<file path="src/rtl/ex_mem_pkg.sv">
// Shared defaults and control-bundle type for the EX/MEM pipeline register.
package ex_mem_pkg;

  localparam int DATA_WIDTH_DEF     = 32;
  localparam int REG_ADDR_WIDTH_DEF = 5;

  typedef struct packed {
    logic MemToReg;
    logic RegWrite;
    logic MemRead;
    logic MemWrite;
  } ex_mem_ctrl_t;

endpackage : ex_mem_pkg

</file>
<file path="src/rtl/ex_mem_register_pipe_reg_en.sv">
// Generic WIDTH-bit pipeline flop with load enable and asynchronous
// active-high clear to zero.
module pipe_reg_en #(
  parameter int WIDTH = 1
) (
  input  logic             clk,
  input  logic             rst,
  input  logic             en,
  input  logic [WIDTH-1:0] d,
  output logic [WIDTH-1:0] q
);

  logic [WIDTH-1:0] data_d;
  logic [WIDTH-1:0] data_q;

  // Load-or-hold selection.
  always_comb begin
    data_d = data_q;
    if (en) begin
      data_d = d;
    end else begin
      data_d = data_q;
    end
  end

  // State flop with asynchronous clear.
  always_ff @(posedge clk or posedge rst) begin
    if (rst) begin
      data_q <= '0;
    end else begin
      data_q <= data_d;
    end
  end

  assign q = data_q;

endmodule : pipe_reg_en

</file>
<file path="src/rtl/ex_mem_register.sv">
// EX/MEM pipeline register: data, destination address and MEM/WB controls.
// Optional EX_MEM_FLUSH_EN adds a flush input that bubbles address/controls.
module ex_mem_register
  import ex_mem_pkg::*;
#(
  parameter int DATA_WIDTH     = DATA_WIDTH_DEF,
  parameter int REG_ADDR_WIDTH = REG_ADDR_WIDTH_DEF
) (
  input  logic                      clk,
  input  logic                      rst,
  input  logic                      en,
`ifdef EX_MEM_FLUSH_EN
  input  logic                      flush,
`endif
  input  logic [DATA_WIDTH-1:0]     alu_result_ex,
  input  logic [DATA_WIDTH-1:0]     write_data_ex,
  input  logic [REG_ADDR_WIDTH-1:0] write_reg_addr_ex,
  input  logic                      ctrl_MemToReg_ex,
  input  logic                      ctrl_RegWrite_ex,
  input  logic                      ctrl_MemRead_ex,
  input  logic                      ctrl_MemWrite_ex,
  output logic [DATA_WIDTH-1:0]     alu_result_mem,
  output logic [DATA_WIDTH-1:0]     write_data_mem,
  output logic [REG_ADDR_WIDTH-1:0] write_reg_addr_mem,
  output logic                      ctrl_MemToReg_mem,
  output logic                      ctrl_RegWrite_mem,
  output logic                      ctrl_MemRead_mem,
  output logic                      ctrl_MemWrite_mem
);

  ex_mem_ctrl_t              ctrl_ex_s;
  ex_mem_ctrl_t              ctrl_d_s;
  ex_mem_ctrl_t              ctrl_mem_s;
  logic [REG_ADDR_WIDTH-1:0] addr_d_s;
  logic                      bubble_en_s;

  // Address and controls share one enable; a flush forces a zero load.
  always_comb begin
    ctrl_ex_s.MemToReg = ctrl_MemToReg_ex;
    ctrl_ex_s.RegWrite = ctrl_RegWrite_ex;
    ctrl_ex_s.MemRead  = ctrl_MemRead_ex;
    ctrl_ex_s.MemWrite = ctrl_MemWrite_ex;
    ctrl_d_s           = ctrl_ex_s;
    addr_d_s           = write_reg_addr_ex;
    bubble_en_s        = en;
`ifdef EX_MEM_FLUSH_EN
    if (flush) begin
      ctrl_d_s    = '0;
      addr_d_s    = '0;
      bubble_en_s = 1'b1;
    end else begin
      ctrl_d_s    = ctrl_ex_s;
      addr_d_s    = write_reg_addr_ex;
      bubble_en_s = en;
    end
`endif
  end

  pipe_reg_en #(.WIDTH(2 * DATA_WIDTH)) u_data_reg (
    .clk (clk),
    .rst (rst),
    .en  (en),
    .d   ({alu_result_ex, write_data_ex}),
    .q   ({alu_result_mem, write_data_mem})
  );

  pipe_reg_en #(.WIDTH(REG_ADDR_WIDTH)) u_addr_reg (
    .clk (clk),
    .rst (rst),
    .en  (bubble_en_s),
    .d   (addr_d_s),
    .q   (write_reg_addr_mem)
  );

  pipe_reg_en #(.WIDTH($bits(ex_mem_ctrl_t))) u_ctrl_reg (
    .clk (clk),
    .rst (rst),
    .en  (bubble_en_s),
    .d   (ctrl_d_s),
    .q   (ctrl_mem_s)
  );

  assign ctrl_MemToReg_mem = ctrl_mem_s.MemToReg;
  assign ctrl_RegWrite_mem = ctrl_mem_s.RegWrite;
  assign ctrl_MemRead_mem  = ctrl_mem_s.MemRead;
  assign ctrl_MemWrite_mem = ctrl_mem_s.MemWrite;

endmodule : ex_mem_register

</file>
<file path="config.mk">
export PLATFORM = sky130hd
export DESIGN_NAME = ex_mem_register
export DESIGN_NICKNAME = d
export VERILOG_FILES = /design/src/rtl/ex_mem_pkg.sv /design/src/rtl/ex_mem_register_pipe_reg_en.sv /design/src/rtl/ex_mem_register.sv
export SDC_FILE = /design/constraint.sdc
export NUM_CORES = 1
export LEC_CHECK = 0
export BUFFER_PORTS_ARGS = -buffer_cell sky130_fd_sc_hd__buf_2
export CAP_MARGIN = 10
export CELL_PAD_IN_SITES_DETAIL_PLACEMENT = 0
export CELL_PAD_IN_SITES_GLOBAL_PLACEMENT = 2
export CORE_ASPECT_RATIO = 1.75
export CORE_MARGIN = 2
export CORE_UTILIZATION = 33
export CTS_CLUSTER_SIZE = 14
export DETAILED_ROUTE_END_ITERATION = 10
export PLACE_DENSITY = 0.95
export SLEW_MARGIN = 20
export SYNTH_ARGS = -nofsm -noshare
export SYNTH_HDL_FRONTEND = slang
export SYNTH_SLANG_ARGS = --single-unit
</file>
<file path="constraint.sdc">
create_clock -name clk -period 3.05 [get_ports clk]
set_input_delay 0.305 -clock clk [delete_from_list [all_inputs] [get_ports clk]]
set_output_delay 0.305 -clock clk [all_outputs]
set_load 0.1 [all_outputs]
</file>
==> results of run 1 <==
-- power breakdown --
part,total (W),switching (W),internal [W]
sequential,0.00112,0.0000518,0.00107
clock,0.000925,0.000363,0.000562
combinational,0.00111,0.000861,0.000244
-- state kept, by name, summed over array words and instances (netlist names) --
register	count
u_ctrl_reg.q	4
u_addr_reg.q	5
u_data_reg.q	64
-- path summary, 6_finish.rpt --
kind / cells past startpoint / to / startpoint / slack, ns
worst min-delay path: 3 / u_data_reg.q[4] / rst / 0.05
worst max register to register: 1 / u_data_reg.q[13] / u_data_reg.q[13] / 2.27
worst min register to register: 1 / u_data_reg.q[19] / u_data_reg.q[19] / 0.50
min in group clk: 2 / u_data_reg.q[3] / write_data_ex[3] / 0.21
max in group asynchronous: 3 / u_addr_reg.q[0] / rst / 2.69
worst max-delay path: 1 / alu_result_mem[16] / u_data_reg.q[48] / 1.62
-- stage by stage --
stage                     cells  setup WS (ns)  total power [W]  area (um^2)
after detailed placement    417           1.38          0.00225         3850
after floorplan             155          0.892          0.00207         3070
after global placement      417           1.41          0.00224         3850
after global routing        432           1.58          0.00328         4110
final                       432           1.62          0.00315         4110
after CTS                   432           1.60          0.00320         4110
-- routing by layer --
layer | wire length, um | share of wire, % | GRT usage [%]
met1 | 2370 | 37 | 14.7
met2 | 3560 | 55 | 23.3
met3 | 286 | 4.4 | 2.68
met4 | 227 | 3.5 | 8.08
met5 | 0 | 0 | 0
-- cell type report --
type	instances	area share, %
Sequential cell	73	44.4
Multi-Input combinational cell	73	26.4
Timing Repair Buffer	150	19.1
Clock buffer	11	5.90
Tap cell	120	3.65
Clock inverter	4	0.487
Inverter	1	0.0913
-- placed cells by master, fill, tap and decap left out --
master,Yosys,final
buf_12,7,2
buf_2,0,147
buf_4,0,1
clkbuf_1,0,1
clkbuf_16,0,9
clkbuf_8,0,1
clkinv_2,0,4
dfrtp_1,73,73
inv_2,0,1
mux2_2,3,3
mux2_4,70,70
-- cell families after synthesis --
group                  after synthesis  share of synthesized area (%)
multiplexers                        73                           35.4
buffers and inverters                9                           5.06
flip-flops                          73                           59.6
==> flow_summary.json, run 1 <==
{
  "portBuffers": 148,
  "routed_wl_um": 6440,
  "max_freq_mhz": 700,
  "syn2layout_area_growth_pct": 34.1,
  "period_share_pct": 46.9,
  "die_w_um": 76.9,
  "cts_tree": "done",
  "dieArea_um2": 10100,
  "fp.coreArea_um2": 9040,
  "hold_buffers": 0,
  "initial_core_util_pct": 33.9,
  "num-fill-cells": 829,
  "synth_area_leader_cell": "dfrtp_1",
  "yosys-top-cells-count": "dfrtp_1 (73), mux2_4 (70), buf_12 (7), mux2_2 (3)",
  "synth-warning-count": 0,
  "detail_route.wl_per_cell_um": 14.9,
  "synth_fp_nets": 231,
  "cp_top_family": "buffers and inverters",
  "synth_seq_cells": 73,
  "cpPeakStageDelay_ns": 0.44,
  "hpwl_um": 4600,
  "clockBufferDepth": 2,
  "grt_pass1_vias": 2022,
  "cap_violations": 0,
  "end_kind": "output port",
  "fin_crit_ns": 1.43,
  "antenna_found_initial": 0,
  "yosys-top-cells-area": "dfrtp_1 (60%), mux2_4 (34%), buf_12 (4.6%)",
  "vias_per_cell": 4.30,
  "synth_edf_count": 0,
  "grt_pass1_wl_um": 10500,
  "crit_required_ns": 2.74,
  "critPathMaxFanout": 2,
  "irDropWorstVdd_mv": 0.348,
  "cp_cell_sequence": "buf_2",
  "hold_viol": 0,
  "seq_area_frac_synth_pct": 59.6,
  "yosysTopAreaCellShare_pct": 59.6,
  "setup-violations-final": 0,
  "cts_buffers": 9,
  "ios": 149,
  "cp-start-kind": "register",
  "critPathBufInv": 1,
  "cts_sinks": 73,
  "cts_setup_buffers": 0,
  "multi_input_area_um2": 1080,
  "syn_inst": 155,
  "power_leakage_nw": 2.18,
  "p_per_area_nw_per_um2": 766,
  "synth.distinct_cells": 6,
  "skew_ns": 0,
  "ant_nets": 0,
  "critical_path_class": "reg -> out",
  "maxSlewViolCount": 0,
  "hold_ws_ns": 0.0482,
  "clk_latency_ns": 0.32,
  "setup_tns_ns": 0,
  "h-tree-depth": 3,
  "status": "complete, no violations",
  "grt_setup_unrepaired": "no",
  "async_flop_share_pct": 100,
  "dr.pass1.iters": 4,
  "fin_nets": 384,
  "drtIter0Drc": 47,
  "cp_slowest_cell": "buf_2",
  "grt_max_degree": 74,
  "post_cts_resized": 0,
  "rows": 46,
  "grt_overflow": 0,
  "grtUsageTotal_pct": 13.4,
  "seq_area_um2": 1830,
  "diodes": 0,
  "syn_area_per_cell_um2": 19.8,
  "vias": 1858,
  "worst_pin_slew_ns": 0.515,
  "gp_congestion": 0.701,
  "drive_gt1_share_pct": 76.3,
  "arrival_ns": 1.12,
  "post-route-util_pct": 45.5,
  "synthFlopType": "dfrtp_1",
  "synth_area_um2": 3070,
  "die_h_um": 132,
  "slew_headroom_pct": 65.7,
  "path_clk_slew_ns": 0.06,
  "hold_class": "in -> async",
  "cts_root_buf": "clkbuf_16",
  "post-synth-top-count-cell": "dfrtp_1",
  "drc_errors": 0
}
Power figures use the tool's default switching activity.
==> run 2, diff against run 1 <==
--- a/config.mk
+++ b/config.mk
@@ -11,10 +11,10 @@
 export CELL_PAD_IN_SITES_GLOBAL_PLACEMENT = 2
 export CORE_ASPECT_RATIO = 1.75
 export CORE_MARGIN = 2
-export CORE_UTILIZATION = 33
+export CORE_UTILIZATION = 30
 export CTS_CLUSTER_SIZE = 14
 export DETAILED_ROUTE_END_ITERATION = 10
-export PLACE_DENSITY = 0.95
+export PLACE_DENSITY = 0.9
 export SLEW_MARGIN = 20
 export SYNTH_ARGS = -nofsm -noshare
 export SYNTH_HDL_FRONTEND = slang
==> constraint.sdc (replaced) <==
create_clock -name clk -period 1.4 [get_ports clk]
set_input_delay 0.14 -clock clk [delete_from_list [all_inputs] [get_ports clk]]
set_output_delay 0.14 -clock clk [all_outputs]
set_load 0.1 [all_outputs]
==> run 2 against run 1 <==
Compared with the run above:
- final cell count is 2.1% higher
- die area up 9.6%
- hold slack worse by 0.0079 ns
- register-to-register slack got worse by 1.7 ns
- sequential cell count is the same
- worst setup slack lost 1.5 ns
- combinational power is 120% higher
- critical path depth unchanged
- non-clock buffer count up 3
- critical endpoint unchanged
==> flow_summary.json, run 2 (same netlist as run 1, synthesis figures left out) <==
{
  "cts_root_buf": "clkbuf_16",
  "p_int_w": 0.00461,
  "cts_sinks": 73,
  "grt_pass1_wl_um": 10300,
  "portBuffers": 148,
  "irDropWorstVdd_mv": 0.967,
  "grt_overflow": 0,
  "final_common_cell": "buf_2",
  "critPathBufInv": 1,
  "crit_required_ns": 1.26,
  "cap_violations": 0,
  "post_cts_resized": 0,
  "dr.pass1.iters": 4,
  "vias": 1889,
  "period_share_pct": 91.2,
  "maxSlewViolCount": 0,
  "grt_use_met2_pct": 22.2,
  "drtIter0Drc": 37,
  "antenna_found_initial": 0,
  "dpl-instance-area_um2": 3900,
  "initial_core_util_pct": 30.9,
  "syn2layout_area_growth_pct": 38.4,
  "power_frac_comb_pct": 32.6,
  "ant_nets": 0,
  "cts_setup_buffers": 0,
  "grt_pass1_vias": 2133,
  "rows": 48,
  "rr_startpoint": "u_data_reg.q[43]",
  "routed_wl_um": 6770,
  "cts_tree": "done",
  "hpwl_um": 4890,
  "cpPeakStageDelay_ns": 0.44,
  "critical_path_class": "reg -> out",
  "arrival_ns": 1.14,
  "p_clk_share_pct": 34.6,
  "gp_congestion": 0.691,
  "crit_cells": 1,
  "fin_area_um2": 4250,
  "cp_slowest_cell": "buf_2",
  "diodes": 0,
  "largest_reg_flops": 64,
  "drc_errors": 0,
  "cts_buffers": 9,
  "grt_max_degree": 44,
  "clockBufferDepth": 2,
  "die_h_um": 138,
  "cp_top_family": "buffers and inverters",
  "setup-violations-final": 0,
  "power_leakage_nw": 2.23,
  "max_freq_mhz": 783,
  "p_per_area_nw_per_um2": 1750,
  "hold_end": "u_data_reg.q[8]",
  "drive_gt1_share_pct": 75.9,
  "hold_viol": 0,
  "grtUsageTotal_pct": 12.5,
  "ios": 149,
  "rr_worst_depth": 1,
  "fp.coreArea_um2": 9910,
  "power.share.sequential_pct": 32.8,
  "switchingPower_w": 0.00283,
  "fin_nets": 387,
  "worst_pin_slew_ns": 0.516,
  "h-tree-depth": 3,
  "fin_crit_ns": 1.28,
  "hold_class": "in -> reg",
  "final_cell_mix": "buf_2 (147), dfrtp_1 (73), mux2_4 (70)",
  "detail_route.wl_per_cell_um": 15.3,
  "cp_cell_sequence": "buf_2",
  "met1_usage_pct": 13.2,
  "hold_buffers": 1,
  "top_usage_layer": "met2",
  "skew_ns": 0,
  "cp-start-kind": "register",
  "clk_latency_ns": 0.32,
  "critPathMaxFanout": 2,
  "reg2reg_slack_ns": 0.61,
  "setup_tns_ns": 0,
  "slew_headroom_pct": 65.5,
  "total_power_w": 0.00744,
  "vias_per_cell": 4.28,
  "path_clk_slew_ns": 0.06,
  "power_switching_share_pct": 38.1,
  "hold_path.startpoint": "write_data_ex[8]",
  "grt_setup_unrepaired": "no",
  "r2r-end": "u_data_reg.q[43]",
  "whs_path_depth": 2,
  "met3_usage_pct": 3.01,
  "status": "complete, no violations",
  "end_kind": "output port",
  "die_w_um": 80.4,
  "dieArea_um2": 11100
}
-- run 2: cell types whose count changed in the layout (fill, tap and decap cells not counted), sizes merged --
cell	previous run	this run
clkinvlp	0	1
bufinv	0	3
buf	150	152
dlygate4sd3	0	1
inv	1	0
clkinv	4	2
-- run 2: area by class of cell --
cell class	instances	area [um^2]
Multi-Input combinational cell	73	1080
Clock buffer	11	233
Clock inverter	5	104
Inverter	1	7.51
Timing Repair Buffer	153	833
Tap cell	125	156
Sequential cell	73	1830
Fill cell	940	5660
-- run 2: layer usage --
layer	share of wire (%)	up-vias
li1	-	845
met4	2.9	0
met1	36	942
met5	0	-
met3	5.8	13
met2	55	89
-- run 2: power by group through the flow --
stage / clock network, W / registers [W] / logic, W
floorplan: 0 / 0.00403 / 0.000470
global placement: 0 / 0.00247 / 0.00242
detailed placement: 0 / 0.00247 / 0.00244
CTS: 0.00265 / 0.00244 / 0.00244
global route: 0.00273 / 0.00247 / 0.00250
finish: 0.00257 / 0.00244 / 0.00243
-- run 2: how the worst max path moves through the flow --
| stage | start | endpoint | slack (ns) |
|---|---|---|---|
| global route | u_data_reg.q[48] | alu_result_mem[16] | 0.07 |
| detailed placement | en | u_data_reg.q[20] | 0.32 |
| floorplan | u_addr_reg.q[0] | u_addr_reg.q[0] | 0.14 |
| global placement | en | u_data_reg.q[20] | 0.34 |
| finish | u_data_reg.q[48] | alu_result_mem[16] | 0.12 |
| CTS | u_data_reg.q[48] | alu_result_mem[16] | 0.1 |
-- run 2: metrics by stage --
step	hold WS (ns)	utilization, %	cells	setup WS, ns
after global placement	0.202	39.3	424	0.338
final	0.0403	42.8	441	0.123
after floorplan	0.288	-	155	0.142
after global routing	0.0254	42.8	441	0.0690
after detailed placement	0.211	39.3	424	0.317
after CTS	0.0245	42.8	441	0.0954
